### src/rtl/axis_fifo_pkt.sv
// Single-clock AXI-Stream FIFO with tlast side-band and fill level.
// Define AXIS_FIFO_PKT_MODE_EN to hold output until a whole packet is stored.
module axis_fifo_pkt #(
  parameter int DATA_WIDTH = 8,
  parameter int DEPTH      = 16,
  parameter int LVL_W      = $clog2(DEPTH) + 1
) (
  input  logic                  aclk,
  input  logic                  areset,
  input  logic [DATA_WIDTH-1:0] s_axis_tdata,
  input  logic                  s_axis_tvalid,
  input  logic                  s_axis_tlast,
  output logic                  s_axis_tready,
  output logic [DATA_WIDTH-1:0] m_axis_tdata,
  output logic                  m_axis_tvalid,
  output logic                  m_axis_tlast,
  input  logic                  m_axis_tready,
  output logic [LVL_W-1:0]      level
);
  localparam int AW = $clog2(DEPTH);

  logic [DATA_WIDTH:0] mem [DEPTH];
  logic [AW-1:0]       wp, rp;
  logic                push, pop;

  assign s_axis_tready = (level != LVL_W'(DEPTH));
  assign push          = s_axis_tvalid && s_axis_tready;
  assign pop           = m_axis_tvalid && m_axis_tready;
  // First-word fall-through: head entry is always presented.
  assign {m_axis_tlast, m_axis_tdata} = mem[rp];

  // Storage is not reset; only pointers and level define validity.
  always_ff @(posedge aclk) begin
    if (push) mem[wp] <= {s_axis_tlast, s_axis_tdata};
  end

  always_ff @(posedge aclk) begin
    if (areset) begin
      wp    <= '0;
      rp    <= '0;
      level <= '0;
    end else begin
      if (push) wp <= wp + 1'b1;
      if (pop)  rp <= rp + 1'b1;
      if (push && !pop)      level <= level + 1'b1;
      else if (pop && !push) level <= level - 1'b1;
    end
  end

`ifdef AXIS_FIFO_PKT_MODE_EN
  logic [LVL_W-1:0] pkt_cnt;
  logic             out_hold;
  logic             push_last, pop_last;

  assign push_last = push && s_axis_tlast;
  assign pop_last  = pop && m_axis_tlast;
  // A full FIFO with no complete packet streams cut-through so long packets
  // cannot deadlock; out_hold keeps an offered beat valid until it is taken.
  assign m_axis_tvalid = out_hold ||
                         ((level != '0) && ((pkt_cnt != '0) || !s_axis_tready));

  always_ff @(posedge aclk) begin
    if (areset) begin
      pkt_cnt  <= '0;
      out_hold <= 1'b0;
    end else begin
      out_hold <= m_axis_tvalid && !m_axis_tready;
      if (push_last && !pop_last)      pkt_cnt <= pkt_cnt + 1'b1;
      else if (pop_last && !push_last) pkt_cnt <= pkt_cnt - 1'b1;
    end
  end
`else
  assign m_axis_tvalid = (level != '0);
`endif

endmodule

### config.mk
export PLATFORM = sky130hd
export DESIGN_NAME = axis_fifo_pkt
export DESIGN_NICKNAME = d
export VERILOG_FILES = /design/src/rtl/axis_fifo_pkt.sv
export SDC_FILE = /design/constraint.sdc
export NUM_CORES = 1
export LEC_CHECK = 0
export ABC_AREA = 1
export CAP_MARGIN = 10
export CORE_MARGIN = 3
export CORE_UTILIZATION = 25
export DETAILED_ROUTE_END_ITERATION = 12
export GPL_TIMING_DRIVEN = 0
export PLACE_DENSITY = 0.48
export SETUP_SLACK_MARGIN = 0.5
export SLEW_MARGIN = 25
export SYNTH_ARGS = -nofsm -noshare
export SYNTH_HDL_FRONTEND = slang
export SYNTH_SLANG_ARGS = --single-unit
export TNS_END_PERCENT = 20
### constraint.sdc
create_clock -name aclk -period 3.1 [get_ports aclk]
set_clock_uncertainty 0.15 [all_clocks]
set_input_delay 0.93 -clock aclk [delete_from_list [all_inputs] [get_ports aclk]]
set_output_delay 0.93 -clock aclk [all_outputs]
set_load 0.05 [all_outputs]
==> summary.txt <==
Global route
  • Antenna violations before repair: 0
  • Grt ovf: 0
  • Pin count of the biggest net entering global routing: 17
  • Number of global-route vias before repair: 4658
  • M1 GR Usage: 18.3%
  • M2 GR Usage: 19.1%
  • Busiest grt layer: met2
  • Met3 Resource Use GR: 2.70%
  • First-pass GRT wire length: 28900 um
  • GR Util All Layers: 12.7%

Synthesis
  • Post-Syn Area: 0.00718 mm^2
  • Warnings, synthesis: 0
  • Flops & latches, synth: 161
  • Netlist cell types: 24
  • Synth Area per Inst: 10.0 um^2
  • Sequential-to-total area share from yosys stat: 65.0%
  • Net count after synthesis: 741
  • Cells after Synth: 718

Run status
  • Status: finished clean

Clock tree
  • Root Buffer: clkbuf_16
  • Clock slew at reported path FFs: 60 ps
  • Clock Sink Count: 161
  • Cts bufs inserted: 17
  • Clock tree buffer depth: 2
  • H-tree levels: 4
  • Skew-Pair Late Insertion Delay: 420 ps
  • CTS tree: yes
  • Hold buffers post-CTS: 0

Power
  • Psw: 2620 uW
  • Switching share of power: 35.2%
  • VDD IR-drop max: 0.000593 V
  • Sequential power share: 34.6%
  • Pwr dens: 829 mW/mm^2
  • Logic pwr share: 35.0%
  • Leak: 0.00380 uW
  • Clk pwr share: 30.4%
  • Cell Int Power: 4840 uW

Timing
  • Fin crit share: 94.8%
  • RSZ-0062 raised after global routing: yes
  • Final setup violation count: 0
  • Final Max Tran Viols: 0
  • Setup_tns: 0 ps
  • Final hold slack: 372 ps
  • Final Hold Vio Count: 0
  • Minimum clock period: 2940 ps
  • Slew @ Worst Pin: 958 ps
  • Slew HR: 35.9%
  • F_max: 340 MHz

Finish
  • Fin util: 32.1%
  • Filler cell count: 2912
  • Ant. Diodes: 0
  • Final nets: 791
  • Layout cells sized above 1: 17.1%
  • Area Growth Syn to Fin: 25.4%

Hold path
  • Hold path cells: 2
  • Hold Crit Class: flop to flop
  • Hold Startpoint: rp[2]

Flow run
  • Max Cap Viol: 0

Placement
  • Detailed Place HPWL: 12600 um
  • Gpl congestion: 0.858
  • Port bufs: 28

Critical path
  • Critical R2R Capture: level[4]
  • Startpoint types: flop
  • CP max FO: 11
  • Worst endpoint required time: 2020 ps
  • Arr. time, crit path: 1860 ps
  • Worst setup path class: flop to output pin
  • Cells on worst reg2reg path: 12
  • CP endpoint kind: output pin
  • Worst reg2reg path startpoint: level[0]
  • R2r setup slk: 780 ps

Drt
  • 1st-iter DRT viols: 509
  • Number of nets with antenna violations after routing: 0
  • DR pass1 iterations: 5
  • Final wirelength: 19300 um
  • Vias: 4836
  • Routed WL per cell: 16.7 um
  • DRC Markers: 0
  • Vias per std cell: 4.18

Die
  • Die ar.: 0.0308 mm^2
  • Die Wd: 175 um
  • Initial Utilization: 25.6%
  • Boundary Pins: 29
  • Die Y: 175 um
  • Row count: 61
  • Core ar.: 0.0280 mm^2
==> cells by family (layout without fill, tap and decap cells) <==
kind of cell	count (synthesis)	in the layout	share of synthesized area, %
simple gates	378	378	22.3
compound gates	11	11	0.767
flops	161	161	65.0
fa+ha+maj	10	10	1.85
xor+xnor	4	4	0.488
buf+inv	154	215	9.64
==> what timing repair did <==
action                                  4_1_cts  5_1_grt
endpoints found under the setup margin      108       12
hold endpoints to repair                      0        0
setup buffers                                 0        0
gates cloned                                  1        2
pin swaps                                     1        7
gates resized for setup                     125       39
==> sequential cells by signal, indices dropped and copies added (netlist names), named ones only <==
name and flops:
level 5, mem 144, rp 4, wp 4
==> Yosys cell counts (all sizes together) <==
master | n | area [um^2]
nand2 | 218 | 836
a21oi | 5 | 25.0
inv | 127 | 484
clkbuf | 1 | 3.75
nand3 | 118 | 601
o21ai | 6 | 30.0
edfxtp | 144 | 4320
buf | 25 | 200
dfxtp | 17 | 340
fa | 1 | 20.0
or2 | 1 | 6.26
nor2 | 41 | 156
ha | 9 | 113
clkinv | 1 | 3.75
xor2 | 4 | 35.0
==> worst max-delay path: stages (launching register included) <==
cell and delay (ps):
dfxtp_4 370, buf_12 150, inv_16 70, buf_12 150, nand2_1 60, nand3_1 90, nand3_1 150, nand3_2 110
nand2_2 120, buf_8 150
==> metrics by stage <==
stage	setup WS, ps	total power (uW)	cell area (um^2)	instances
final	162	7460	9000	1157
after global routing	117	7830	9000	1157
after floorplan	579	4140	7210	718
after detailed placement	-144	4910	7970	1124
after global placement	-147	4910	7970	1124
after CTS	133	7350	8780	1155
==> final cells by class <==
cell class,instances,area (um^2),area share [%]
flip-flops and latches,161,4670,51.9
multi-input cells,403,2040,22.7
inverters,128,508,5.64
well taps,378,473,5.25
clock buffers,19,433,4.81
repair buffers,31,375,4.17
plain buffers,26,308,3.42
clock inverters,11,188,2.09
==> cell usage in the layout (no fill, tap or decap), types with 2 or more instances in the layout <==
master	n
nand2_1	202
edfxtp_1	144
inv_1	121
nand3_1	85
nor2_1	38
nand3_2	30
clkbuf_16	19
nand2_2	15
buf_6	13
clkdlybuf4s50_1	12
dfxtp_1	11
buf_8	10
ha_1	9
o21ai_0	6
buf_12	5
a21oi_1	5
bufinv_16	5
dlygate4sd2_1	5
dfxtp_2	5
buf_4	4
xor2_1	4
nand3_4	3
buf_2	3
inv_2	3
clkinv_2	3
nor2_4	2
clkbuf_1	2
clkinvlp_4	2
clkdlybuf4s15_2	2
==> layer usage <==
layer | part of all wire (%) | vias to the layer above
met5 | 0 | -
met4 | 1.5 | 0
met3 | 5.5 | 20
met2 | 46 | 131
met1 | 47 | 2275
li1 | - | 2410
==> power groups by stage <==
stage,Clock (uW),Sequential [uW],Combinational [uW]
after floorplan,0,2710,1420
after global placement,0,2620,2290
after detailed placement,0,2620,2290
after CTS,2300,2580,2460
after global routing,2400,2600,2840
final,2270,2580,2610
==> worst max path at each step <==
stage / to / startpoint / slack, ps
floorplan: level[4] / s_axis_tvalid / 580
global placement: m_axis_tdata[1] / flop / -150
detailed placement: m_axis_tdata[1] / flop / -140
CTS: m_axis_tdata[1] / flop / 130
global route: m_axis_tdata[2] / flop / 120
finish: m_axis_tdata[3] / flop / 160
Power figures use the tool's default switching activity.
==> RTL change: new RTL, config.mk and constraints unchanged <==
`DEPTH`: 16 -> 32.
--- a/src/rtl/axis_fifo_pkt.sv
+++ b/src/rtl/axis_fifo_pkt.sv
@@ -2,7 +2,7 @@
 // Define AXIS_FIFO_PKT_MODE_EN to hold output until a whole packet is stored.
 module axis_fifo_pkt #(
   parameter int DATA_WIDTH = 8,
-  parameter int DEPTH      = 16,
+  parameter int DEPTH      = 32,
   parameter int LVL_W      = $clog2(DEPTH) + 1
 ) (
   input  logic                  aclk,
Ports: changed (resized level); port bits go from 29 to 30. No check against the original RTL was run, so the function may have changed too.
==> RTL change against the unedited design <==
  * The run now ends with setup timing left
  * Die area is 77% higher
  * Power up 69%
  * Area after synthesis is 80% higher
  * Sequential share of layout area increased by 3.2 points
  * Worst setup slack worse by 0.36 ns
  * Worst hold slack worse by 0.032 ns
  * Sequential cell count increased by 148
  * Global-route usage up 0.99 points
  * Wire length rose by 95%
  * Synthesized cell count rose by 61%
  * Utilization grew 0.45 points
  * Non-clock buffer count up 63
  * Design area increased by 83%
  * Critical path type unchanged
  * Largest cell class unchanged
==> RTL change: results (changes against the unedited design) <==
* Met2 track demand over resource: 0.217 (was 0.191)
- CTS Buffer Depth: 3 (was 2)
- Avg Inst Size Synth: 11.1 sq um (was 10.0 sq um)
* Synth top cells by count: nand2_1, edfxtp_1, nand3_1 (was nand2_1, edfxtp_1, inv_1)
- Maximum cell stage delay along the critical path: 0.35 ns (was 0.37 ns)
* Static Leak: 6.08 nW (was 3.80 nW)
* Global-route met3 utilization: 0.0291 (was 0.0270)
* Routed met2 length: 17200 um (was 8830 um)
* Outcome: complete, but fails checks (was finished clean)
- The wire length of the first global-routing pass was 55300 um (was 28900 um).
- The met1 usage in global routing came to 0.193 (was 0.183).
- The final setup slack of the worst path was -0.199 ns (was 0.162 ns).
* Fraction of layout cells with a size suffix above 1: 0.219 (was 0.171)
* Proportion of power drawn by the clock network: 0.310 (was 0.304)
- The power share of the combinational group came to 0.311 (was 0.350).
* Final setup violating endpoints: 9 (was 0)
- Registers with the most flip-flops: mem x288, level x6 (was mem x144, level x5).
- The global-route usage over all layers is 0.137 (was 0.127).
- The checks that failed: setup timing.
* Synth cell types: 22 (was 24)
* Net count after synthesis: 1183 (was 741)
- Top cells by area in the synthesized netlist: edfxtp_1, nand2_1, nand3_1, dfxtp_1, buf_2 (was edfxtp_1, nand2_1, nand3_1, inv_1, dfxtp_1)
* Post-route met1 wirelength: 17400 um (was 9120 um)
* Drt first-iter violations: 830 (was 509)
* Clock latency on the worst-skew pair: 0.52 ns (was 0.42 ns)
==> RTL change: changes by cell type after synthesis, moves of 5 or more <==
cell	unedited run	this run
nand2_1	213	429
edfxtp_1	144	288
nand3_1	116	227
inv_1	122	24
buf_2	7	40
nor3_1	0	33
nor2_1	40	12
a21oi_1	5	15
buf_4	10	2
o21ai_0	6	14
buf_1	0	7
clkbuf_1	1	7
clkinv_1	1	6
==> RTL change: stage by stage <==
stage | hold WS, ns | TNS (ns)
3_3_place_gp | 0.325 | -116.36
2_1_floorplan | 0.309 | 0
6_report | 0.340 | -1.65
3_5_place_dp | 0.329 | -18.16
5_1_grt | 0.372 | -2.49
4_1_cts | 0.337 | -2.03
==> RTL change: kinds of logic after synthesis <==
family                   after synthesis  share of synthesized area
adder cells (fa/ha/maj)               12                     0.0122
AND/OR/NAND/NOR                      705                      0.231
AO/OA/AOI/OAI                         29                     0.0113
flip-flops                           309                      0.703
buffers and inverters                 96                     0.0373
XOR/XNOR                               7                    0.00475
==> RTL change: final timing paths <==
kind / from / endpoint / slack, ns / cells past startpoint
min reg2reg: level[0] / level[0] / 0.34 / 1
min: level[0] / level[0] / 0.34 / 1
max: register / m_axis_tdata[4] / -0.20 / 14
max reg2reg: wp[0] / mem[12][8] / 0.56 / 4
==> RTL change: what timing repair did <==
item                                    in CTS  in global routing
setup buffers                                3                  1
gates resized for setup                    199                 95
gates cloned                                 4                  6
pin swaps                                   15                 35
endpoints found under the setup margin     109                 64
==> RTL change: area by class of cell <==
cell class                      count  area, sq um
Clock buffer                       54         1010
Timing Repair Buffer               56          743
Sequential cell                   309         9090
Clock inverter                     12         68.8
Buffer                             64          633
Tap cell                          672          841
Timing Repair inverter              1         6.26
Antenna cell                        2         5.00
Inverter                           32          148
Fill cell                        5059        34100
Multi-Input combinational cell    753         3940
